==> src/rtl/branch_resolve_unit.sv <==
// Purpose : resolves execute-stage branches/jumps from SUB flags and redirects Fetch on a mispredict.
// Latency : redirect/flush registered, visible the cycle after the mispredict edge; TakenE is combinational.
// Backpress: RedirectValid/RedirectPC hold steady until RedirectReady; BusyE stalls Execute until then.
//
// Ports:
//   clk, reset                      - core clock, asynchronous active-high reset
//   ValidE, BranchTypeE             - control-flow op present in Execute and its kind
//   Zero, oVerflow, Negative, Carry - ALU flags of OpA-OpB (Carry = borrow)
//   PredTakenE, PCTargetE, PCPlus4E - fetch prediction, taken target, fall-through
//   RedirectValid/Ready/PC          - registered redirect handshake to Fetch
//   FlushDE, BusyE, TakenE          - decode/execute flush, execute stall, debug taken
//   BranchCount, MispredictCount    - saturating statistics, present only with BRANCH_STATS_EN
//
// Optional feature macro: BRANCH_STATS_EN (statistics counters and their ports).

`ifndef BIT_COUNT
`define BIT_COUNT 32
`endif

module branch_resolve_unit #(
  parameter int STATS_WIDTH = 32
) (
  input  logic                   clk,
  input  logic                   reset,
  input  logic                   ValidE,
  input  logic [3:0]             BranchTypeE,
  input  logic                   Zero,
  input  logic                   oVerflow,
  input  logic                   Negative,
  input  logic                   Carry,
  input  logic                   PredTakenE,
  input  logic [`BIT_COUNT-1:0]  PCTargetE,
  input  logic [`BIT_COUNT-1:0]  PCPlus4E,
  output logic                   RedirectValid,
  input  logic                   RedirectReady,
  output logic [`BIT_COUNT-1:0]  RedirectPC,
  output logic                   FlushDE,
  output logic                   BusyE,
  output logic                   TakenE
`ifdef BRANCH_STATS_EN
  ,
  output logic [STATS_WIDTH-1:0] BranchCount,
  output logic [STATS_WIDTH-1:0] MispredictCount
`endif
);

  localparam logic [3:0] BT_NONE = 4'd0;
  localparam logic [3:0] BT_BEQ  = 4'd1;
  localparam logic [3:0] BT_BNE  = 4'd2;
  localparam logic [3:0] BT_BLT  = 4'd3;
  localparam logic [3:0] BT_BGE  = 4'd4;
  localparam logic [3:0] BT_BLTU = 4'd5;
  localparam logic [3:0] BT_BGEU = 4'd6;
  localparam logic [3:0] BT_JAL  = 4'd7;
  localparam logic [3:0] BT_JALR = 4'd8;

  // Encoding chosen so bit 0 is RedirectValid/BusyE and bit 1 is FlushDE:
  // every handshake output comes straight off a flop.
  typedef enum logic [1:0] {
    IDLE = 2'b00,
    HOLD = 2'b01,
    REQ  = 2'b11
  } state_t;

  state_t                  state, state_nxt;
  logic                    taken;
  logic                    is_branch;
  logic                    mispredict;
  logic                    lt;
  logic [`BIT_COUNT-1:0]   pc_q;

  // Signed less-than from SUB flags.
  assign lt = Negative ^ oVerflow;

  // Condition decode; illegal codes behave exactly like NONE.
  always_comb begin
    taken     = 1'b0;
    is_branch = 1'b1;
    case (BranchTypeE)
      BT_BEQ:  taken = Zero;
      BT_BNE:  taken = ~Zero;
      BT_BLT:  taken = lt;
      BT_BGE:  taken = ~lt;
      BT_BLTU: taken = Carry;
      BT_BGEU: taken = ~Carry;
      BT_JAL:  taken = 1'b1;
      BT_JALR: taken = 1'b1;
      default: begin
        taken     = 1'b0;
        is_branch = 1'b0;
      end
    endcase
  end

  assign TakenE     = taken;
  assign mispredict = ValidE & ~BusyE & is_branch & (taken != PredTakenE);

  // State register.
  always_ff @(posedge clk or posedge reset) begin
    if (reset) state <= IDLE;
    else       state <= state_nxt;
  end

  // Next-state logic.
  always_comb begin
    state_nxt = state;
    case (state)
      IDLE:    if (mispredict) state_nxt = REQ;
      REQ:     state_nxt = RedirectReady ? IDLE : HOLD;
      HOLD:    if (RedirectReady) state_nxt = IDLE;
      default: state_nxt = IDLE;
    endcase
  end

  // Outputs decoded from state bits (no logic between flop and port).
  always_comb begin
    RedirectValid = state[0];
    BusyE         = state[0];
    FlushDE       = state[1];
  end

  // Corrected PC is captured only at the mispredict edge, which can only
  // happen in IDLE, so it stays frozen for the whole REQ/HOLD window.
  always_ff @(posedge clk or posedge reset) begin
    if (reset)           pc_q <= '0;
    else if (mispredict) pc_q <= taken ? PCTargetE : PCPlus4E;
  end

  assign RedirectPC = pc_q;

`ifdef BRANCH_STATS_EN
  logic [STATS_WIDTH-1:0] br_cnt, mp_cnt;

  // BusyE is low exactly when IDLE, so ~BusyE doubles as the "sampled" qualifier.
  always_ff @(posedge clk or posedge reset) begin
    if (reset) begin
      br_cnt <= '0;
      mp_cnt <= '0;
    end else begin
      if (ValidE && !BusyE && is_branch && (br_cnt != {STATS_WIDTH{1'b1}}))
        br_cnt <= br_cnt + 1'b1;
      if (mispredict && (mp_cnt != {STATS_WIDTH{1'b1}}))
        mp_cnt <= mp_cnt + 1'b1;
    end
  end

  assign BranchCount     = br_cnt;
  assign MispredictCount = mp_cnt;
`else
  logic unused_stats_cfg;
  assign unused_stats_cfg = (STATS_WIDTH > 0);
`endif

`ifndef SYNTHESIS
  always @(posedge clk) begin
    if (!reset && ValidE && !BusyE)
      assert (BranchTypeE <= BT_JALR)
        else $error("branch_resolve_unit: illegal BranchTypeE %0d", BranchTypeE);
  end
`endif

endmodule
==> config.mk <==
export PLATFORM = sky130hd
export DESIGN_NAME = branch_resolve_unit
export DESIGN_NICKNAME = d
export VERILOG_FILES = /design/src/rtl/branch_resolve_unit.sv
export SDC_FILE = /design/constraint.sdc
export NUM_CORES = 1
export LEC_CHECK = 0
export BUFFER_PORTS_ARGS = -buffer_cell sky130_fd_sc_hd__buf_2
export CAP_MARGIN = 30
export CELL_PAD_IN_SITES_DETAIL_PLACEMENT = 0
export CELL_PAD_IN_SITES_GLOBAL_PLACEMENT = 1
export CORE_ASPECT_RATIO = 0.6
export CORE_MARGIN = 8
export CORE_UTILIZATION = 28
export CTS_BUF_LIST = sky130_fd_sc_hd__clkbuf_4 sky130_fd_sc_hd__clkbuf_8
export CTS_CLUSTER_SIZE = 40
export DETAILED_ROUTE_END_ITERATION = 10
export GPL_ROUTABILITY_DRIVEN = 0
export PLACE_DENSITY = 0.75
export SLEW_MARGIN = 20
export SYNTH_ARGS = -nofsm -noshare
export SYNTH_HDL_FRONTEND = slang
export SYNTH_SLANG_ARGS = --single-unit
==> constraint.sdc <==
create_clock -name clk -period 4.2 [get_ports clk]
set_clock_uncertainty 0.1 [all_clocks]
set_input_delay 0.63 -clock clk [delete_from_list [all_inputs] [get_ports clk]]
set_output_delay 0.63 -clock clk [all_outputs]
set_load 0.01 [all_outputs]
==> impl_metrics.ini <==
[outcome]
status = finished clean

[clock_network]
cts_buffer_depth = 2
path_clk_slew_ps = 70
cts_buffers = 5
cts_setup_buffers = 0
cts-resized-gates = 0
cts_sinks = 34
clockRootBuffer = clkbuf_8
cts_max_level = 2
holdBufCountCts = 0
insertion_delay_ps = 270
cts_tree = yes

[place]
placed_area_mm2 = 0.002744
hpwl_um = 5487
dpl_worst_slack_ps = 962.3
portBuffers = 112
dp.cells = 427

[yosys]
avgSynthCellArea_um2 = 9.346
yosys_warnings = 0
synth_edf_count = 0
ys_types = 41
yosysTopAreaCell = dfrtp_1
yosysTopAreaCellShare_pct = 39.58
synth_flop_cell = dfrtp_1
ys_async_sr_fraction_pct = 100.0
synth_area_mm2 = 0.002150
synthTopCellsByArea = dfrtp_1 (40%), o221ai_1 (13%), o221a_1 (6.8%)
ys_ff_latch = 34
seq_area_frac_synth_pct = 39.58
synth_nets = 311
synthCells = 230

[timing]
relSlewSlack_pct = 37.41
period_share_pct = 77.58
worst_slack_ps = 941.8
max_freq_mhz = 306.9
whs_ps = 350.1
rsz0062_at_grt = false
slew_violations = 0
hold_viol = 0
tightest_slew_ps = 938.9
fin_crit_ps = 3258
tns_ps = 0
setup_viol = 0

[worst_setup_path]
path_cells = buf_2 > nand2b_1 > o221ai_1 > a32o_2 > inv_6 > buf_2
path_buf_inv = 3
path_max_fanout = 35
cpPeakStageDelay_ps = 860
start_kind = primary input
worstPathRequired_ps = 3470
arrival_ps = 2530
cp-end-kind = output port
ff2ff_setup_slack_ps = 1770
cpMostUsedCell = buf_2
path_delay_family = compound AO/OA/AOI/OAI gates
crit_type = primary input to output port
cp_slowest_cell = a32o_2

[die]
die_w_um = 129.1
die_h_um = 83.87
coreArea_mm2 = 0.007357
rows = 24
start_util_pct = 29.22
ios = 113
die-area_mm2 = 0.01083

[drt]
wire_per_inst_um = 17.63
first_pass_iters = 5
drt-initial-drc-count = 152
wl_um = 7670
drc = 0
vias_per_cell = 5.260
ant_nets = 0
vias = 2288

[final_layout]
fin_util_pct = 38.79
multi_input_area_mm2 = 0.001160
final_common_cell = buf_2
regArea_um2 = 850.8
diodes = 0
syn_to_final_growth_pct = 32.77
instances_no_fill = 435
fillers = 753
drive_gt1_share_pct = 40.79
layout_common_cells = buf_2 (112), dfrtp_1 (34), o221ai_1 (33), nor2_1 (33), nor3_1 (18)
design_area_mm2 = 0.002854
final_nets = 411

[global_routing]
grt_pass1_vias = 2388
grt_max_degree = 36
grt_overflow = 0
grt_pass1_wl_um = 12350
antenna_found_initial = 0
grt_use_total_pct = 13.97

[job]
drv_cap = 0

[power_and_ir_drop]
p_leak_nw = 1.271
power_density_mw_per_mm2 = 502.0
max-vdd-ir-drop_v = 0.0002156
p_total_mw = 1.433

[min_path]
min_path_type = primary input to asynchronous set/reset pin
-- synth_stat cells (2+ instances only) --
| master | count |
|---|---|
| buf_4 | 6 |
| nand2_1 | 2 |
| o21ai_0 | 10 |
| dfrtp_1 | 34 |
| clkbuf_1 | 11 |
| nor2_1 | 33 |
| o221a_1 | 13 |
| nand2_2 | 2 |
| o21ai_1 | 7 |
| nand2b_1 | 2 |
| o221a_2 | 3 |
| o221ai_1 | 33 |
| ha_1 | 4 |
| nor2b_1 | 3 |
| nor3_1 | 18 |
| a21oi_1 | 17 |
| mux2_2 | 2 |
| inv_1 | 4 |
| nand3_1 | 2 |
| buf_2 | 3 |
-- cell families (layout without fill, tap and decap cells) --
family          count (synthesis)  after routing  synth area share, %
flops                          34             34                39.58
mux                             2              2                1.048
xor+xnor                        2              2               0.8150
buf+inv                        27            128                6.519
compound gates                 91             91                33.41
fa+ha+maj                       4              4                2.328
simple gates                   70             70                16.30
-- state kept, by name (all words and copies together), names as in the netlist --
name	count
state	2
RedirectPC	32
-- where the power goes --
part / switching [mW] / total [mW] / leakage (nW) / internal [mW]
Combinational: 0.305 / 0.590 / 0.788 / 0.285
Clock: 0.123 / 0.288 / 0.0575 / 0.166
Sequential: 0.107 / 0.554 / 0.426 / 0.447
Total: 0.535 / 1.43 / 1.27 / 0.898
-- path summary, 6_finish.rpt --
| kind | endpoint | cells past startpoint | from |
|---|---|---|---|
| worst max-delay path | TakenE | 6 | BranchTypeE[1] |
| worst min register to register | state[1] | 1 | state[1] |
| min in group clk | state[1] | 1 | state[1] |
| max in group asynchronous | state[1] | 3 | reset |
| worst max register to register | state[1] | 6 | state[0] |
| worst min-delay path | RedirectPC[21] | 3 | reset |
-- cell type report --
class,count,area share [%]
clock buffers,8,3.858
well taps,104,4.559
flip-flops and latches,34,29.81
multi-input cells,169,40.64
inverters,6,0.9645
repair buffers,114,20.17
-- routing by layer --
layer,wire length [µm],vias to the layer above,global-route usage (%)
met1,3739,1067,19.75
met3,801,6,5.293
met5,0,-,0
met2,3100,113,19.87
li1,-,1102,-
met4,29,0,1.803
-- worst reg2reg max path, delay by kind of cell, from the launching register on --
kind	cells	cell delay, ps
AND/OR/NAND/NOR	3	1080
AO/OA/AOI/OAI	2	320
multiplexers	1	370
flip-flops	1	450
Power figures use the tool's default switching activity.
